<file path="config.mk">
export PLATFORM = sky130hd
export DESIGN_NAME = nand_bus_arbiter
export DESIGN_NICKNAME = d
export VERILOG_FILES = /design/src/rtl/nand_bus_pkg.sv /design/src/rtl/nand_bus_arbiter_rr_pick.sv /design/src/rtl/nand_bus_arbiter.sv
export SDC_FILE = /design/constraint.sdc
export NUM_CORES = 1
export LEC_CHECK = 0
export CORE_MARGIN = 5
export CORE_UTILIZATION = 27
export CTS_CLUSTER_SIZE = 20
export DETAILED_ROUTE_END_ITERATION = 16
export GPL_TIMING_DRIVEN = 0
export PLACE_DENSITY = 0.5
export SYNTH_ARGS = -nofsm -noshare
export SYNTH_HDL_FRONTEND = slang
export SYNTH_SLANG_ARGS = --single-unit
</file>
<file path="constraint.sdc">
create_clock -name CLK -period 4.3 [get_ports CLK]
set_clock_uncertainty 0.1 [all_clocks]
set_input_delay 1.29 -clock CLK [delete_from_list [all_inputs] [get_ports CLK]]
set_output_delay 1.29 -clock CLK [all_outputs]
set_load 0.01 [all_outputs]
</file>
<file path="src/rtl/nand_bus_pkg.sv">
// Shared types for the NAND bus arbiter: FSM encoding, idle pin levels and
// the pin-bundle layout used by every engine.
package nand_bus_pkg;

  typedef enum logic [1:0] {
    ST_IDLE = 2'd0,
    ST_OWN  = 2'd1,
    ST_TURN = 2'd2
  } arb_state_e;

  localparam logic       IDLE_CEN    = 1'b1;
  localparam logic       IDLE_WEN    = 1'b1;
  localparam logic       IDLE_REN    = 1'b1;
  localparam logic       IDLE_CLE    = 1'b0;
  localparam logic       IDLE_ALE    = 1'b0;
  localparam logic       IDLE_IO_DIR = 1'b0;
  localparam logic [7:0] IDLE_IO_OUT = 8'h00;

  typedef struct packed {
    logic       cen;
    logic       wen;
    logic       ren;
    logic       cle;
    logic       ale;
    logic       wpn;
    logic       io_dir;
    logic [7:0] io_out;
  } nand_pins_t;

  // Pin levels driven while nobody owns the bus; WPn level is per-instance.
  function automatic nand_pins_t idle_pins(input logic wpn);
    nand_pins_t p;
    p.cen    = IDLE_CEN;
    p.wen    = IDLE_WEN;
    p.ren    = IDLE_REN;
    p.cle    = IDLE_CLE;
    p.ale    = IDLE_ALE;
    p.wpn    = wpn;
    p.io_dir = IDLE_IO_DIR;
    p.io_out = IDLE_IO_OUT;
    return p;
  endfunction

endpackage

</file>
<file path="src/rtl/nand_bus_arbiter_rr_pick.sv">
// Combinational round-robin picker: first set request at or above ptr, with wrap.
module nand_rr_pick
  import nand_bus_pkg::*;
#(
  parameter int unsigned NREQ = 3
) (
  input  logic [NREQ-1:0]         req,
  input  logic [$clog2(NREQ)-1:0] ptr,
  output logic [$clog2(NREQ)-1:0] sel_c,
  output logic                    valid_c
);

  localparam int unsigned IW = $clog2(NREQ);

  logic [IW-1:0] idx;

  always_comb begin
    sel_c   = '0;
    valid_c = 1'b0;
    idx     = '0;
    for (int k = 0; k < int'(NREQ); k++) begin
      idx = IW'((int'(ptr) + k) % int'(NREQ));
      if (!valid_c && req[idx]) begin
        sel_c   = idx;
        valid_c = 1'b1;
      end
    end
  end

endmodule

</file>
<file path="src/rtl/nand_bus_arbiter.sv">
// Round-robin owner of the shared NAND pin set: grants one engine until DONE
// or watchdog expiry, then idles the pins for a turnaround gap.
module nand_bus_arbiter
  import nand_bus_pkg::*;
#(
  parameter int unsigned NREQ     = 3,
  parameter int unsigned TURN_CYC = 2,
  parameter int unsigned MAX_HOLD = 65535,
  parameter logic        WPN_IDLE = 1'b0
) (
  input  logic                    CLK,
  input  logic                    RSTn,
  input  logic [NREQ-1:0]         REQ,
  input  logic [NREQ-1:0]         DONE,
  output logic [NREQ-1:0]         GNT,
  input  logic [NREQ-1:0]         REQ_CEn,
  input  logic [NREQ-1:0]         REQ_WEn,
  input  logic [NREQ-1:0]         REQ_REn,
  input  logic [NREQ-1:0]         REQ_CLE,
  input  logic [NREQ-1:0]         REQ_ALE,
  input  logic [NREQ-1:0]         REQ_WPn,
  input  logic [NREQ-1:0]         REQ_IO_DIR,
  input  logic [8*NREQ-1:0]       REQ_IO_OUT,
  output logic                    CEn,
  output logic                    WEn,
  output logic                    REn,
  output logic                    CLE,
  output logic                    ALE,
  output logic                    WPn,
  output logic                    IO_DIR,
  output logic [7:0]              IO_OUT,
  output logic                    BUSY,
  output logic                    TIMEOUT_ERR,
  output logic [$clog2(NREQ)-1:0] TIMEOUT_ID
);

  localparam int unsigned IW = $clog2(NREQ);
  localparam int unsigned HW = $clog2(MAX_HOLD + 1);
  localparam int unsigned TW = $clog2(TURN_CYC + 1);

  arb_state_e    state_q, state_d;
  logic [IW-1:0] sel_q, sel_d;
  logic [IW-1:0] ptr_q, ptr_d;
  logic [HW-1:0] hold_q, hold_d;
  logic [TW-1:0] turn_q, turn_d;
  logic [NREQ-1:0] gnt_q, gnt_d;
  nand_pins_t    pins_q, pins_d;
  logic          busy_q, busy_d;
  logic          to_err_q, to_err_d;
  logic [IW-1:0] to_id_q, to_id_d;

  logic [IW-1:0] pick_sel_c;
  logic          pick_valid_c;
  nand_pins_t    own_pins_c;
  logic          done_own_c;
  logic          hold_exp_c;

  nand_rr_pick #(.NREQ(NREQ)) u_pick (
    .req     (REQ),
    .ptr     (ptr_q),
    .sel_c   (pick_sel_c),
    .valid_c (pick_valid_c)
  );

  // Granted engine's bundle, registered next cycle onto the NAND pins.
  assign own_pins_c = {REQ_CEn[sel_q], REQ_WEn[sel_q], REQ_REn[sel_q],
                       REQ_CLE[sel_q], REQ_ALE[sel_q], REQ_WPn[sel_q],
                       REQ_IO_DIR[sel_q], REQ_IO_OUT[{sel_q, 3'b000} +: 8]};
  assign done_own_c = DONE[sel_q];
  assign hold_exp_c = (hold_q == HW'(MAX_HOLD - 1));

  always_comb begin
    state_d  = state_q;
    sel_d    = sel_q;
    ptr_d    = ptr_q;
    hold_d   = hold_q;
    turn_d   = turn_q;
    gnt_d    = gnt_q;
    pins_d   = idle_pins(WPN_IDLE);
    to_err_d = 1'b0;
    to_id_d  = to_id_q;
    unique case (state_q)
      ST_IDLE: begin
        gnt_d = '0;
        if (pick_valid_c) begin
          state_d            = ST_OWN;
          sel_d              = pick_sel_c;
          gnt_d[pick_sel_c]  = 1'b1;
          hold_d             = '0;
        end
      end
      ST_OWN: begin
        pins_d = own_pins_c;
        if (done_own_c || hold_exp_c) begin
          state_d = ST_TURN;
          gnt_d   = '0;
          ptr_d   = (sel_q == IW'(NREQ - 1)) ? '0 : sel_q + IW'(1);
          turn_d  = '0;
          // DONE arriving on the expiry cycle is a clean release.
          if (!done_own_c) begin
            to_err_d = 1'b1;
            to_id_d  = sel_q;
          end
        end else begin
          hold_d = hold_q + HW'(1);
        end
      end
      ST_TURN: begin
        gnt_d = '0;
        if (turn_q == TW'(TURN_CYC - 1)) begin
          state_d = ST_IDLE;
        end else begin
          turn_d = turn_q + TW'(1);
        end
      end
      default: begin
        state_d = ST_IDLE;
        gnt_d   = '0;
      end
    endcase
    busy_d = (state_d != ST_IDLE);
  end

  always_ff @(posedge CLK or negedge RSTn) begin
    if (!RSTn) begin
      state_q  <= ST_IDLE;
      sel_q    <= '0;
      ptr_q    <= '0;
      hold_q   <= '0;
      turn_q   <= '0;
      gnt_q    <= '0;
      pins_q   <= idle_pins(WPN_IDLE);
      busy_q   <= 1'b0;
      to_err_q <= 1'b0;
      to_id_q  <= '0;
    end else begin
      state_q  <= state_d;
      sel_q    <= sel_d;
      ptr_q    <= ptr_d;
      hold_q   <= hold_d;
      turn_q   <= turn_d;
      gnt_q    <= gnt_d;
      pins_q   <= pins_d;
      busy_q   <= busy_d;
      to_err_q <= to_err_d;
      to_id_q  <= to_id_d;
    end
  end

  assign GNT         = gnt_q;
  assign CEn         = pins_q.cen;
  assign WEn         = pins_q.wen;
  assign REn         = pins_q.ren;
  assign CLE         = pins_q.cle;
  assign ALE         = pins_q.ale;
  assign WPn         = pins_q.wpn;
  assign IO_DIR      = pins_q.io_dir;
  assign IO_OUT      = pins_q.io_out;
  assign BUSY        = busy_q;
  assign TIMEOUT_ERR = to_err_q;
  assign TIMEOUT_ID  = to_id_q;

endmodule

</file>
==> flow_metrics.py <==
metrics = {
    "critical_path": {
        "critPathBufInv": 2,
        "cp-start-kind": "input port",
        "path_cells": "clkdlybuf4s50_1 -> a22oi_1 -> o22ai_1 -> o31a_1 -> buf_4 -> nand3_1 -> o21ai_0",
        "crit_family": "compound AO/OA/AOI/OAI gates",
        "cp.arrival_ns": 3.06,
        "slowest_stage": "clkdlybuf4s50_1",
        "end_kind": "flip-flop",
        "crit_type": "input port to flip-flop",
        "crit_fanout": 10,
        "cpPeakStageDelay_ns": 0.53,
        "critPathRequiredTime_ns": 4.37,
    },
    "final_layout": {
        "nets": 402,
        "diodes": 0,
        "fillers": 1035,
        "area_growth_pct": 38.36,
        "drive_above_1_share": 0.1250,
        "layout_commonest_cell": "clkdlybuf4s50_1",
        "instances_no_fill": 477,
        "multiInputGateArea_um2": 1338,
        "final_cell_mix": "clkdlybuf4s50_1, dfrtp_1, nor2_1",
        "ff_latch_area_um2": 1155,
    },
    "cts": {
        "cts_resized": 0,
        "hold_buffers": 0,
        "clk_pin_slew_ns": 0.09,
        "post_cts.repair.setup_buffers": 0,
        "cts_tree": "built",
        "clk-insertion-delay-late_ns": 0.30,
        "cts_buffers": 5,
        "cts_sinks": 46,
        "htreeDepth": 2,
        "clock-root-buffer": "clkbuf_8",
        "clockBufferDepth": 2,
    },
    "logic_synthesis": {
        "yosys_warnings": 0,
        "netlist_instances": 261,
        "synth-main-ff-cell": "dfrtp_1",
        "ys_seq_area_frac": 0.4393,
        "synth_nets": 320,
        "muxShareOfSynthArea": 0.09472,
        "synth_seq_cells": 46,
        "synth_top_family_by_area": "simple AND/OR/NAND/NOR gates",
        "yosys.area_share.simple": 0.2085,
        "synth_compound_area_frac": 0.1404,
        "synthXorXnorAreaFrac": 0.03665,
        "synthAdderAreaFrac": 0.02856,
        "avgSynthCellArea_um2": 10.07,
        "synthArstFlopShare": 1.000,
        "synth-edff-count": 0,
        "syn_area_um2": 2629,
        "yosysUniqueCellTypes": 58,
    },
    "grt": {
        "antenna_found_initial": 0,
        "grt_pass1_wl_um": 10920,
        "grt_max_degree": 30,
        "grt_usage": 0.1171,
        "grt-ovfl-total": 0,
        "first_global_vias": 2199,
    },
    "die": {
        "die-area_um2": 11810,
        "rows": 36,
        "core_region_area_um2": 9639,
        "die_h_um": 108.7,
        "die_x_um": 108.7,
        "start_util": 0.2727,
        "io_pins": 75,
    },
    "routing": {
        "initialDrtViolationCount": 68,
        "wl_per_cell_um": 14.15,
        "postRouteAntennaNets": 0,
        "post_drt_via_cell_ratio": 4.629,
        "remaining_drc_errors": 0,
        "vias": 2208,
        "first_pass_iters": 4,
        "routed_wl_um": 6751,
    },
    "power_and_ir_drop": {
        "leakage_nw": 1.456,
        "p_clk_frac": 0.146,
        "intPower_mw": 1.118,
        "combPwrFrac": 0.517,
        "p_sw_frac": 0.3910,
        "ir_drop_v": 0.0001901,
        "powerDensity_nw_per_um2": 504.9,
        "power_switching_mw": 0.7180,
        "p_seq_frac": 0.337,
        "p_total_mw": 1.836,
    },
    "sta": {
        "setup_tns_ns": 0,
        "finalSetupViolations": 0,
        "max-slew-margin-rel": 0.6239,
        "fmax_mhz": 334.6,
        "maxSlewViolCount": 0,
        "fin_crit_ns": 2.989,
        "hold_viol": 0,
        "tightest_slew_ns": 0.5641,
        "period_share": 0.6950,
        "rsz0062_at_grt": "false",
    },
    "outcome": {
        "status": "completed",
    },
    "place": {
        "dp_hpwl_um": 5063,
        "routabilityCongestion": 0.7394,
        "port_buffers": 74,
        "dp.cells": 469,
    },
    "run": {
        "maxCapViolations": 0,
    },
    "worst_hold_path": {
        "worst_hold_path_type": "flip-flop to flip-flop",
    },
}
-- cell families (layout without fill, tap and decap cells) --
logic type,Yosys count,in the layout
mux,24,24
flops,46,46
fa+ha+maj,6,6
simple gates,98,98
xor+xnor,11,11
buf+inv,24,107
compound gates,52,52
-- power by group through the flow --
stage / registers, mW / clock network, mW / logic (mW)
after global routing: 0.635 / 0.300 / 1.04
after floorplan: 0.655 / 0 / 0.563
final: 0.619 / 0.269 / 0.949
after detailed placement: 0.628 / 0 / 0.961
after CTS: 0.621 / 0.282 / 0.966
after global placement: 0.627 / 0 / 0.952
-- per-layer routing --
metal / wire length, um / track usage
met1: 3058 / 0.1538
met2: 3185 / 0.1845
met3: 433 / 0.03730
met4: 73 / 0.03517
met5: 0 / 0
-- worst register-to-register path, cell delays in order, from the launching register on --
cell	delay (ns)
dfrtp_1	0.41
inv_1	0.06
ha_1	0.28
buf_6	0.12
mux2i_1	0.23
o22ai_1	0.11
o31a_1	0.36
buf_4	0.20
nand3_1	0.12
o21ai_0	0.13
-- Yosys cell counts, drive strengths merged (5+ instances only) --
| master | count | share of area |
|---|---|---|
| nand3 | 6 | 0.015 |
| mux2i | 20 | 0.078 |
| nor2 | 39 | 0.058 |
| xnor2 | 11 | 0.037 |
| a21oi | 22 | 0.042 |
| ha | 6 | 0.029 |
| nand2b | 5 | 0.012 |
| buf | 11 | 0.033 |
| nor4 | 9 | 0.029 |
| inv | 10 | 0.014 |
| o21ai | 12 | 0.023 |
| nand2 | 16 | 0.023 |
| dfrtp | 43 | 0.41 |
-- cell type report --
class                      count  share of cell area
timing repair buffer          75              0.2078
clock buffer                   6             0.01995
inverter                      10             0.01032
sequential                    46              0.3175
clock inverter                 2            0.003784
tap                          133             0.04575
multi-input combinational    191              0.3677
buffer                        14             0.02718
-- path summary, 6_finish.rpt --
check,startpoint,to,slack (ns),depth (start not counted)
max reg2reg,ptr_q[0],sel_q[1],2.05,9
max,REQ[2],sel_q[1],1.31,7
min,GNT[2],GNT[2],0.39,2
max in group asynchronous,RSTn,CEn,2.69,2
min in group asynchronous,RSTn,BUSY,0.82,1
min reg2reg,GNT[2],GNT[2],0.39,2
-- through the flow --
step                setup slack [ns]  hold slack [ns]  cell area [um2]    util
finish                         1.311           0.3910             3637  0.3773
CTS                            1.344           0.3990             3637  0.3773
global route                   1.193           0.4185             3637  0.3773
global placement              0.3928           0.3702             3536  0.3668
detailed placement             1.019           0.3764             3551  0.3684
floorplan                      1.771           0.3840             2629       -
-- sequential cells by signal, summed over array words and instances (netlist names) --
signal	cells
WPn	1
ALE	1
GNT	3
WEn	1
state_q	2
BUSY	1
REn	1
ptr_q	2
CEn	1
CLE	1
TIMEOUT_ERR	1
sel_q	2
turn_q	2
TIMEOUT_ID	2
IO_OUT	8
IO_DIR	1
hold_q	16
Note: power is estimated with default switching activity, not from simulation.
